File: config.mk
export PLATFORM = sky130hd
export DESIGN_NAME = key_event_encoder_flat
export DESIGN_NICKNAME = d
export VERILOG_FILES = /design/src/rtl/key_evt_pkg.sv /design/src/rtl/key_event_encoder_if.sv /design/src/rtl/key_evt_slot.sv /design/src/rtl/key_event_encoder.sv /design/src/flat_wrapper.sv
export SDC_FILE = /design/constraint.sdc
export NUM_CORES = 1
export LEC_CHECK = 0
export CAP_MARGIN = 20
export CELL_PAD_IN_SITES_DETAIL_PLACEMENT = 1
export CELL_PAD_IN_SITES_GLOBAL_PLACEMENT = 2
export CORE_MARGIN = 2
export CORE_UTILIZATION = 36
export CTS_BUF_LIST = sky130_fd_sc_hd__clkbuf_16
export DETAILED_ROUTE_END_ITERATION = 6
export DONT_BUFFER_PORTS = 1
export PLACE_DENSITY_LB_ADDON = 0.1
export SLEW_MARGIN = 20
export SYNTH_ARGS = -nofsm -noshare
export SYNTH_HDL_FRONTEND = slang
export SYNTH_SLANG_ARGS = --single-unit
File: constraint.sdc
create_clock -name clk -period 4.2 [get_ports clk]
set_input_delay 0.63 -clock clk [delete_from_list [all_inputs] [get_ports clk]]
set_output_delay 0.63 -clock clk [all_outputs]
set_load 0.02 [all_outputs]
File: src/rtl/key_evt_pkg.sv
// -----------------------------------------------------------------------------
// key_evt_pkg
// Shared definitions for the key gesture encoder: event codes delivered
// downstream and the gesture state machine encodings.
// No ports (package).
// -----------------------------------------------------------------------------
package key_evt_pkg;

  typedef logic [1:0] evt_code_t;

  localparam evt_code_t EVT_NONE   = 2'b00;
  localparam evt_code_t EVT_SHORT  = 2'b01;
  localparam evt_code_t EVT_LONG   = 2'b10;
  localparam evt_code_t EVT_DOUBLE = 2'b11;

  // Encodings 5..7 are unused and recover to IDLE.
  typedef enum logic [2:0] {
    IDLE     = 3'd0,
    PRESS1   = 3'd1,
    GAP      = 3'd2,
    PRESS2   = 3'd3,
    WAIT_REL = 3'd4
  } state_t;

endpackage

File: src/rtl/key_event_encoder_if.sv
// -----------------------------------------------------------------------------
// key_event_encoder_if
// Bundles the debounced key input and the one-entry event output slot.
//   key_level   : debounced key, 1 = pressed           (into encoder)
//   evt_ready   : consumer accepts the event this cycle (into encoder)
//   evt_valid   : slot holds an unconsumed event        (from encoder)
//   evt_code    : 01 SHORT, 10 LONG, 11 DOUBLE, 00 none (from encoder)
//   evt_overrun : one-cycle pulse, event dropped         (from encoder)
// Modports: master = encoder side, slave = key source / event consumer side.
// -----------------------------------------------------------------------------
interface key_event_encoder_if;
  import key_evt_pkg::*;

  logic      key_level;
  logic      evt_ready;
  logic      evt_valid;
  evt_code_t evt_code;
  logic      evt_overrun;

  modport master (
    input  key_level,
    input  evt_ready,
    output evt_valid,
    output evt_code,
    output evt_overrun
  );

  modport slave (
    output key_level,
    output evt_ready,
    input  evt_valid,
    input  evt_code,
    input  evt_overrun
  );

endinterface

File: src/rtl/key_evt_slot.sv
// -----------------------------------------------------------------------------
// key_evt_slot
// One-entry valid/ready output register for classified key events.
// A load into an empty slot, or into a slot being consumed this cycle,
// replaces its contents. A load into a full, stalled slot is dropped and
// flagged with a one-cycle overrun pulse; the stored event is kept intact.
// Ports:
//   clk, reset  : clock, synchronous active-high reset
//   i_load      : an event is emitted this cycle
//   i_code      : code of the emitted event
//   i_ready     : consumer accepts the held event this cycle
//   o_valid     : slot holds an unconsumed event
//   o_code      : held event code, EVT_NONE while empty
//   o_overrun   : one-cycle pulse when an emitted event is dropped
// -----------------------------------------------------------------------------
module key_evt_slot
  import key_evt_pkg::*;
(
  input  logic      clk,
  input  logic      reset,
  input  logic      i_load,
  input  evt_code_t i_code,
  input  logic      i_ready,
  output logic      o_valid,
  output evt_code_t o_code,
  output logic      o_overrun
);

  logic      r_valid;
  evt_code_t r_code;
  logic      r_overrun;

  always_ff @(posedge clk) begin
    if (reset) begin
      r_valid   <= 1'b0;
      r_code    <= EVT_NONE;
      r_overrun <= 1'b0;
    end else begin
      r_overrun <= 1'b0;
      if (i_load) begin
        // A consumer taking the old event frees room for the new one
        // within the same cycle.
        if (!r_valid || i_ready) begin
          r_valid <= 1'b1;
          r_code  <= i_code;
        end else begin
          r_overrun <= 1'b1;
        end
      end else if (r_valid && i_ready) begin
        r_valid <= 1'b0;
        r_code  <= EVT_NONE;
      end
    end
  end

  assign o_valid   = r_valid;
  assign o_code    = r_code;
  assign o_overrun = r_overrun;

endmodule

File: src/rtl/key_event_encoder.sv
// -----------------------------------------------------------------------------
// key_event_encoder
// Classifies gestures on a debounced key as SHORT, LONG or DOUBLE press and
// delivers one event code per gesture through a one-entry valid/ready slot.
// Ports:
//   clk   : clock
//   reset : synchronous, active-high reset (aborts any gesture in progress)
//   evt   : key_event_encoder_if.master (key_level, evt_ready in;
//           evt_valid, evt_code, evt_overrun out)
// Parameters:
//   CNT_W         : interval counter width, must hold both thresholds
//   LONG_CYCLES   : press length that qualifies as LONG
//   DCLICK_CYCLES : longest release gap still counted as a DOUBLE
// Optional feature (macro KEY_EVT_SYNC_EN):
//   defined   -> key_level passes a two-flop synchronizer (2 extra cycles)
//   undefined -> key_level feeds the state machine directly
// -----------------------------------------------------------------------------
module key_event_encoder
  import key_evt_pkg::*;
#(
  parameter int unsigned           CNT_W         = 32,
  parameter logic [CNT_W-1:0]      LONG_CYCLES   = 32'd50_000*1000,
  parameter logic [CNT_W-1:0]      DCLICK_CYCLES = 32'd50_000*300
) (
  input  logic                 clk,
  input  logic                 reset,
  key_event_encoder_if.master  evt
);

  localparam logic [CNT_W-1:0] C_ONE       = CNT_W'(1);
  localparam logic [CNT_W-1:0] LONG_LAST   = LONG_CYCLES - C_ONE;
  localparam logic [CNT_W-1:0] DCLICK_LAST = DCLICK_CYCLES - C_ONE;

  logic             w_key;
  state_t           r_state;
  logic [CNT_W-1:0] r_cnt;
  logic             w_longHit;
  logic             w_gapHit;
  logic             w_load;
  evt_code_t        w_code;

`ifdef KEY_EVT_SYNC_EN
  logic [1:0] r_sync;

  always_ff @(posedge clk) begin
    if (reset) begin
      r_sync <= 2'b00;
    end else begin
      r_sync <= {r_sync[0], evt.key_level};
    end
  end

  assign w_key = r_sync[1];
`else
  assign w_key = evt.key_level;
`endif

  assign w_longHit = (r_cnt >= LONG_LAST);
  assign w_gapHit  = (r_cnt >= DCLICK_LAST);

  // Emission decode: the slot registers the event on the same edge that
  // performs the emitting transition. Key changes win over threshold hits.
  always_comb begin
    w_load = 1'b0;
    w_code = EVT_NONE;
    case (r_state)
      PRESS1: begin
        if (w_key && w_longHit) begin
          w_load = 1'b1;
          w_code = EVT_LONG;
        end
      end
      GAP: begin
        if (!w_key && w_gapHit) begin
          w_load = 1'b1;
          w_code = EVT_SHORT;
        end
      end
      PRESS2: begin
        if (!w_key) begin
          w_load = 1'b1;
          w_code = EVT_DOUBLE;
        end
      end
      default: begin
      end
    endcase
  end

  // The counter only runs while timing a first press or a release gap and
  // restarts at zero on every state change, so it cannot wrap.
  always_ff @(posedge clk) begin
    if (reset) begin
      r_state <= IDLE;
      r_cnt   <= '0;
    end else begin
      r_cnt <= '0;
      case (r_state)
        IDLE: begin
          if (w_key) begin
            r_state <= PRESS1;
          end
        end
        PRESS1: begin
          if (!w_key) begin
            r_state <= GAP;
          end else if (w_longHit) begin
            r_state <= WAIT_REL;
          end else begin
            r_cnt <= r_cnt + C_ONE;
          end
        end
        GAP: begin
          if (w_key) begin
            r_state <= PRESS2;
          end else if (w_gapHit) begin
            r_state <= IDLE;
          end else begin
            r_cnt <= r_cnt + C_ONE;
          end
        end
        PRESS2: begin
          if (!w_key) begin
            r_state <= IDLE;
          end
        end
        WAIT_REL: begin
          if (!w_key) begin
            r_state <= IDLE;
          end
        end
        default: begin
          r_state <= IDLE;
        end
      endcase
    end
  end

  key_evt_slot u_slot (
    .clk       (clk),
    .reset     (reset),
    .i_load    (w_load),
    .i_code    (w_code),
    .i_ready   (evt.evt_ready),
    .o_valid   (evt.evt_valid),
    .o_code    (evt.evt_code),
    .o_overrun (evt.evt_overrun)
  );

endmodule

File: src/flat_wrapper.sv
// flat-port wrapper written by rule: the top's interface ports become plain ports
module key_event_encoder_flat import key_evt_pkg::*;
#(
  parameter int unsigned           CNT_W         = 32,
  parameter logic [CNT_W-1:0]      LONG_CYCLES   = 32'd50_000*1000,
  parameter logic [CNT_W-1:0]      DCLICK_CYCLES = 32'd50_000*300
)
  (clk, reset, evt_key_level, evt_evt_ready, evt_evt_valid, evt_evt_code, evt_evt_overrun);
  key_event_encoder_if evt_i ();
  input  logic clk;
  input  logic reset;
  input wire logic [$bits(evt_i.key_level)-1:0] evt_key_level;
  input wire logic [$bits(evt_i.evt_ready)-1:0] evt_evt_ready;
  output wire logic [$bits(evt_i.evt_valid)-1:0] evt_evt_valid;
  output wire logic [$bits(evt_i.evt_code)-1:0] evt_evt_code;
  output wire logic [$bits(evt_i.evt_overrun)-1:0] evt_evt_overrun;
  assign evt_i.key_level = evt_key_level;
  assign evt_i.evt_ready = evt_evt_ready;
  assign evt_evt_valid = evt_i.evt_valid;
  assign evt_evt_code = evt_i.evt_code;
  assign evt_evt_overrun = evt_i.evt_overrun;
  key_event_encoder #(.CNT_W(CNT_W), .LONG_CYCLES(LONG_CYCLES), .DCLICK_CYCLES(DCLICK_CYCLES)) u_core (.clk(clk), .reset(reset), .evt(evt_i));
endmodule
Word level (Yosys, flattened, before mapping)
Index checks and enable logic that the tools add are counted.
{"block": "word_totals", "register_bits": 39, "in_bits": 4, "out_inout_bits": 4, "wordCells": 57}
{"block": "classes", "add_sub_neg": 1, "n_lt_le_gt_ge": 2, "n_eq_ne": 9, "n_mux": 27, "bitwise_logic": 1, "n_reduce_logical": 12}
{"op": "$mux 32", "count": 4}
{"op": "$pmux 32 s2", "count": 1}
{"op": "$add 32x1->32 const B", "count": 1}
{"op": "$ge 32x24->1 const B", "count": 1}
{"op": "$ge 32x26->1 const B", "count": 1}
{"op": "$mux 3", "count": 6}
{"op": "$pmux 3 s4", "count": 1}
{"op": "$mux 2", "count": 5}
{"op": "$mux 1", "count": 8}
{"op": "$eq 3x2->1 const B", "count": 2}
{"op": "$ne 3x2->1 const B", "count": 2}
{"op": "$pmux 2 s3", "count": 1}
{"op": "$ne 2x2->1 const B", "count": 2}
{"op": "$reduce_and 4->1", "count": 1}
{"op": "$reduce_or 2->1", "count": 2}
{"op": "$eq 3x1->1 const B", "count": 1}
{"op": "$eq 3x3->1 const B", "count": 1}
{"op": "$logic_and 1x1->1", "count": 3}
{"op": "$logic_not 3->1", "count": 1}
{"op": "$pmux 1 s3", "count": 1}
{"op": "$logic_not 1->1", "count": 2}
{"op": "$ne 2x1->1 const B", "count": 1}
{"op": "$reduce_and 2->1", "count": 1}
{"op": "$reduce_bool 2->1", "count": 1}
{"op": "other kinds (2)", "count": 2}

Longest topological paths before layout
{"block": "logic_depth", "depth_word": 6, "ltp_mapped": 7, "depth_no_buf": 6}

Modules after synthesis
A second synthesis with hierarchy kept.
{"block": "unflattened", "hier_cells": 200, "hier_area_um2": 1915.6}
{"mod": "key_event_encoder", "instances": 1, "cells_per_inst": 183, "area_each_um2": 1734.2, "seq_area_each_um2": 700.7}
{"mod": "key_evt_slot", "instances": 1, "cells_per_inst": 17, "area_each_um2": 181.4, "seq_area_each_um2": 80.1}

Worst setup path before layout
No wires, ideal clock.
{"block": "synth_path", "path_kind": "in2reg", "startpoint": "input evt_key_level", "endpoint": "register u_core.r_cnt[17]", "setup_ns": 0.076, "arrival_ns": 1.939, "required_time_ns": 4.124, "slack_ns": 2.185, "cell_stages": 6, "path_buffers": 1, "cell_sequence": "or3b_1 -> or2_1 -> a2111oi_4 -> a21oi_4 -> buf_6 -> nor3_2"}
{"block": "synth_via", "elab_chain_cells": 2, "word_cells_on_any_way": 3, "classes_between": "3 x mux"}
{"item": "start, declared", "line": "flat_wrapper.sv:12", "text": "input wire logic [$bits(evt_i.key_level)-1:0] evt_key_level;"}
{"item": "$mux 32, on equally long branches", "line": "key_event_encoder.sv:114, key_event_encoder.sv:105"}
{"item": "$pmux 32 s2 (*)", "line": "key_event_encoder.sv:98", "text": "case (r_state)"}
{"item": "end signal, assigned", "line": "key_event_encoder.sv:110", "text": "r_cnt <= r_cnt + C_ONE;"}
{"item": "end signal, assigned", "line": "key_event_encoder.sv:119", "text": "r_cnt <= r_cnt + C_ONE;"}
{"item": "end, declared", "line": "key_event_encoder.sv:36", "text": "logic [CNT_W-1:0] r_cnt;"}
Mark *: on every way between the ends. The rest lies on a longest branch, timed or not.
A chain may end at the register's enable or synchronous reset.

Worst setup path after layout
{"block": "layout_path", "startpoint": "register u_core.r_cnt[0]", "endpoint": "register u_core.r_state[2]"}
{"block": "layout_via", "elab_chain_cells": 3, "word_cells_on_any_way": 5, "classes_between": "2 x order compare; 2 x eq/ne; 1 x reduce/logical"}
{"item": "$ge 32x26->1 / $ge 32x24->1 (equally long branches)", "line": "key_event_encoder.sv:58, key_event_encoder.sv:59"}
{"item": "$ne 3x2->1 (no line)"}
{"item": "$reduce_and 4->1 (no line) (*)"}
{"item": "end signal, assigned", "line": "key_event_encoder.sv:94", "text": "r_state <= IDLE;"}
{"item": "end signal, assigned", "line": "key_event_encoder.sv:101", "text": "r_state <= PRESS1;"}
{"item": "end signal, assigned", "line": "key_event_encoder.sv:106", "text": "r_state <= GAP;"}
{"item": "end, declared", "line": "key_event_encoder.sv:35", "text": "state_t r_state;"}
Marked as above.

==> results.py <==
metrics = {
    "worst_setup_path": {
        "cp_cell_sequence": "ha_1 > nand3_1 > o211ai_1 > a2111oi_4 > a21oi_4 > a311oi_1",
        "arrival_ps": 2580,
        "critPathLaunchType": "register",
        "path_buf_inv": 0,
        "criticalPathCategory": "register to register",
        "worstSetupEndpointType": "register",
        "crit_cells": 6,
        "critPathTopFamily": "compound AO/OA/AOI/OAI gates",
        "crit_path_max_incr_delay_ps": 720,
        "worst_ep_required_time_ps": 4330,
        "critPathSlowestCell": "a21oi_4",
        "reg2reg_depth": 6,
        "critPathMaxFanout": 27,
    },
    "layout": {
        "area_growth_pct": 10.7,
        "post-route-util_pct": 42.1,
        "diodes": 0,
        "layout.nets": 227,
        "drive_above_1_share_pct": 12.1,
        "fillCellCount": 617,
    },
    "pwr": {
        "p_clk_share_pct": 48.5,
        "pwr-share-seq_pct": 48.8,
        "power_switching_w": 0.000179,
        "combPwrFrac_pct": 2.7,
        "pwr_density_cell_nw_per_um2": 358,
        "p_int_w": 0.000605,
        "p_leak_nw": 0.650,
        "swShare_pct": 22.8,
        "peakVddDrop_uv": 165,
    },
    "sta": {
        "final_max_slew_viol_count": 0,
        "finalHoldViolCount": 0,
        "finClkSkew_ps": 3.28,
        "fin_setup_tns_ps": 0,
        "finalCritPeriodShare_pct": 58.5,
        "rsz0062_at_grt": "no",
        "slew_headroom_pct": 39.2,
        "setup_violations": 0,
        "timing.fmax_mhz": 407,
        "worstMarginPinSlew_ps": 910,
        "period_needed_ps": 2460,
    },
    "route": {
        "ant_nets": 0,
        "drt-vias-per-instance": 5.27,
        "first_iter_violations": 46,
        "wl_per_cell_um": 15.5,
        "wirelength_um": 4550,
        "dr.pass1.iters": 4,
        "num_vias": 1544,
        "drc": 0,
    },
    "clocking": {
        "cts_sinks": 39,
        "clk_latency_ps": 280,
        "ctsHtreeMaxLevel": 2,
        "clockRootBuffer": "clkbuf_16",
        "clockBufferDepth": 2,
        "cts_buffers": 5,
        "cts_resized": 0,
        "clk_pin_slew_ps": 60,
        "cts_tree": "built",
        "post_cts_buffers": 0,
        "ctsHoldBuffers": 0,
    },
    "synth": {
        "yosysMostFrequentCell": "dfxtp_1",
        "yosys_warnings": 0,
        "syn_area_um2": 1980,
        "ys_ff_latch": 39,
        "syn_inst": 218,
        "avgSynthCellArea_um2": 9.07,
        "synth_cell_types": 45,
        "yosys-top-cells-count": "dfxtp_1 (39), nor3_1 (23), nand3_1 (18), xor2_1 (18), nand2_1 (17)",
        "synth_edf_count": 0,
        "synthTopCellsByArea": "dfxtp_1 (39%), xor2_1 (8.0%), nor3_1 (5.8%), nor3_2 (5.1%), nand3_1 (4.6%)",
        "synth_area_leader_cell": "dfxtp_1",
        "ys_seq_area_share_pct": 39.5,
        "synth.top_cell.area_share_pct": 39.5,
        "synth_flop_cell": "dfxtp_1",
        "synthArstFlopShare_pct": 0,
    },
    "global_route": {
        "antenna_found_initial": 0,
        "grt_overflow": 0,
        "grt_util_all_layers_pct": 16.5,
        "grt_pass1_vias": 1660,
        "grt_pass1_wl_um": 7980,
        "grt_max_degree": 28,
    },
    "hold_path": {
        "holdCritPathClass": "input pin to register",
        "hold_depth": 1,
    },
    "floorplanning": {
        "num_rows": 26,
        "die_w_um": 78.1,
        "initial_core_util_pct": 38.0,
        "die_y_um": 78.1,
        "io_pins": 8,
        "core_area_um2": 5200,
        "die_area_um2": 6100,
    },
    "run": {
        "max_cap_violations": 0,
    },
    "placed_design": {
        "dp_hpwl_um": 3270,
        "io_buffers": 0,
        "gp_congestion": 0.800,
    },
    "status": {
        "status": "complete, no violations",
    },
}
==> sequential cells by signal (all words and copies together), names as in the netlist <==
register	count
u_core.u_slot.o_valid	1
u_core.u_slot.o_code	2
u_core.r_state	3
u_core.r_cnt	32
u_core.u_slot.o_overrun	1
==> cell usage in the layout, fill, tap and decap left out, types with 4 or more instances in the layout <==
cell type and instances:
dfxtp_1 39, conb_1 6, clkbuf_16 5, nor3_2 10, nand3_1 18, nand2_1 17, xor2_1 18, nand4_1 8
xnor2_1 6, nor3_1 23, nor2_1 14, and3_1 4
==> power by group through the flow <==
stage                     clock (W)  sequential (W)  combinational, W
final                      0.000380        0.000382         0.0000212
after global routing       0.000410        0.000383         0.0000240
after CTS                  0.000391        0.000382         0.0000214
after detailed placement          0        0.000391         0.0000213
after global placement            0        0.000390         0.0000202
after floorplan                   0        0.000389         0.0000173
==> per-stage QoR <==
step | hold WS, ps | instance area [um2] | setup WS, ps | std cells | power [W]
after detailed placement | 485 | 2040 | 1690 | 285 | 0.000412
after global placement | 481 | 2040 | 1800 | 285 | 0.000411
final | 406 | 2190 | 1740 | 293 | 0.000783
after CTS | 398 | 2190 | 1650 | 293 | 0.000794
after floorplan | 460 | 2000 | 2190 | 223 | 0.000406
after global routing | 402 | 2190 | 1480 | 293 | 0.000817
==> worst paths after layout <==
kind / startpoint / slack [ps] / end
setup reg to reg: u_core.r_cnt[0] / 1740 / u_core.r_state[2]
setup / recovery: u_core.r_cnt[0] / 1740 / u_core.r_state[2]
hold reg to reg: u_core.r_cnt[0] / 500 / u_core.r_cnt[0]
hold / removal: reset / 410 / u_core.r_state[0]
==> routing by layer <==
| metal | share of wire, % | GRT usage, % |
|---|---|---|
| met3 | 2.3 | 3.68 |
| met4 | 1.5 | 6.49 |
| met1 | 47 | 20.3 |
| met5 | 0 | 0 |
| met2 | 49 | 28.1 |
==> final cells by class <==
class | count | area (um2) | area share (%)
clock buffer | 5 | 125 | 5.71
clock inverter | 3 | 25.0 | 1.14
inverter | 2 | 7.51 | 0.343
multi-input combinational | 173 | 1160 | 52.8
sequential | 39 | 781 | 35.7
tap | 70 | 87.6 | 4.00
timing repair buffer | 1 | 7.51 | 0.343
==> worst register-to-register path, stage by stage (launching register included) <==
cell       delay, ps
dfxtp_1          390
ha_1             320
nand3_1          110
o211ai_1         410
a2111oi_4        170
a21oi_4          720
a311oi_1         190
==> cell families (layout without fill, tap and decap cells) <==
family,after synthesis,count (layout),synth area share [%]
other,1,6,0.190
DFF,39,39,39.5
adders and majority gates,1,1,0.632
and+or+nand+nor,122,122,37.1
buffers and inverters,11,11,3.23
AOI/OAI and AO/OA,20,20,8.79
xor gates and xnor gates,24,24,10.6
No activity file was read; power rests on OpenSTA's default activity.
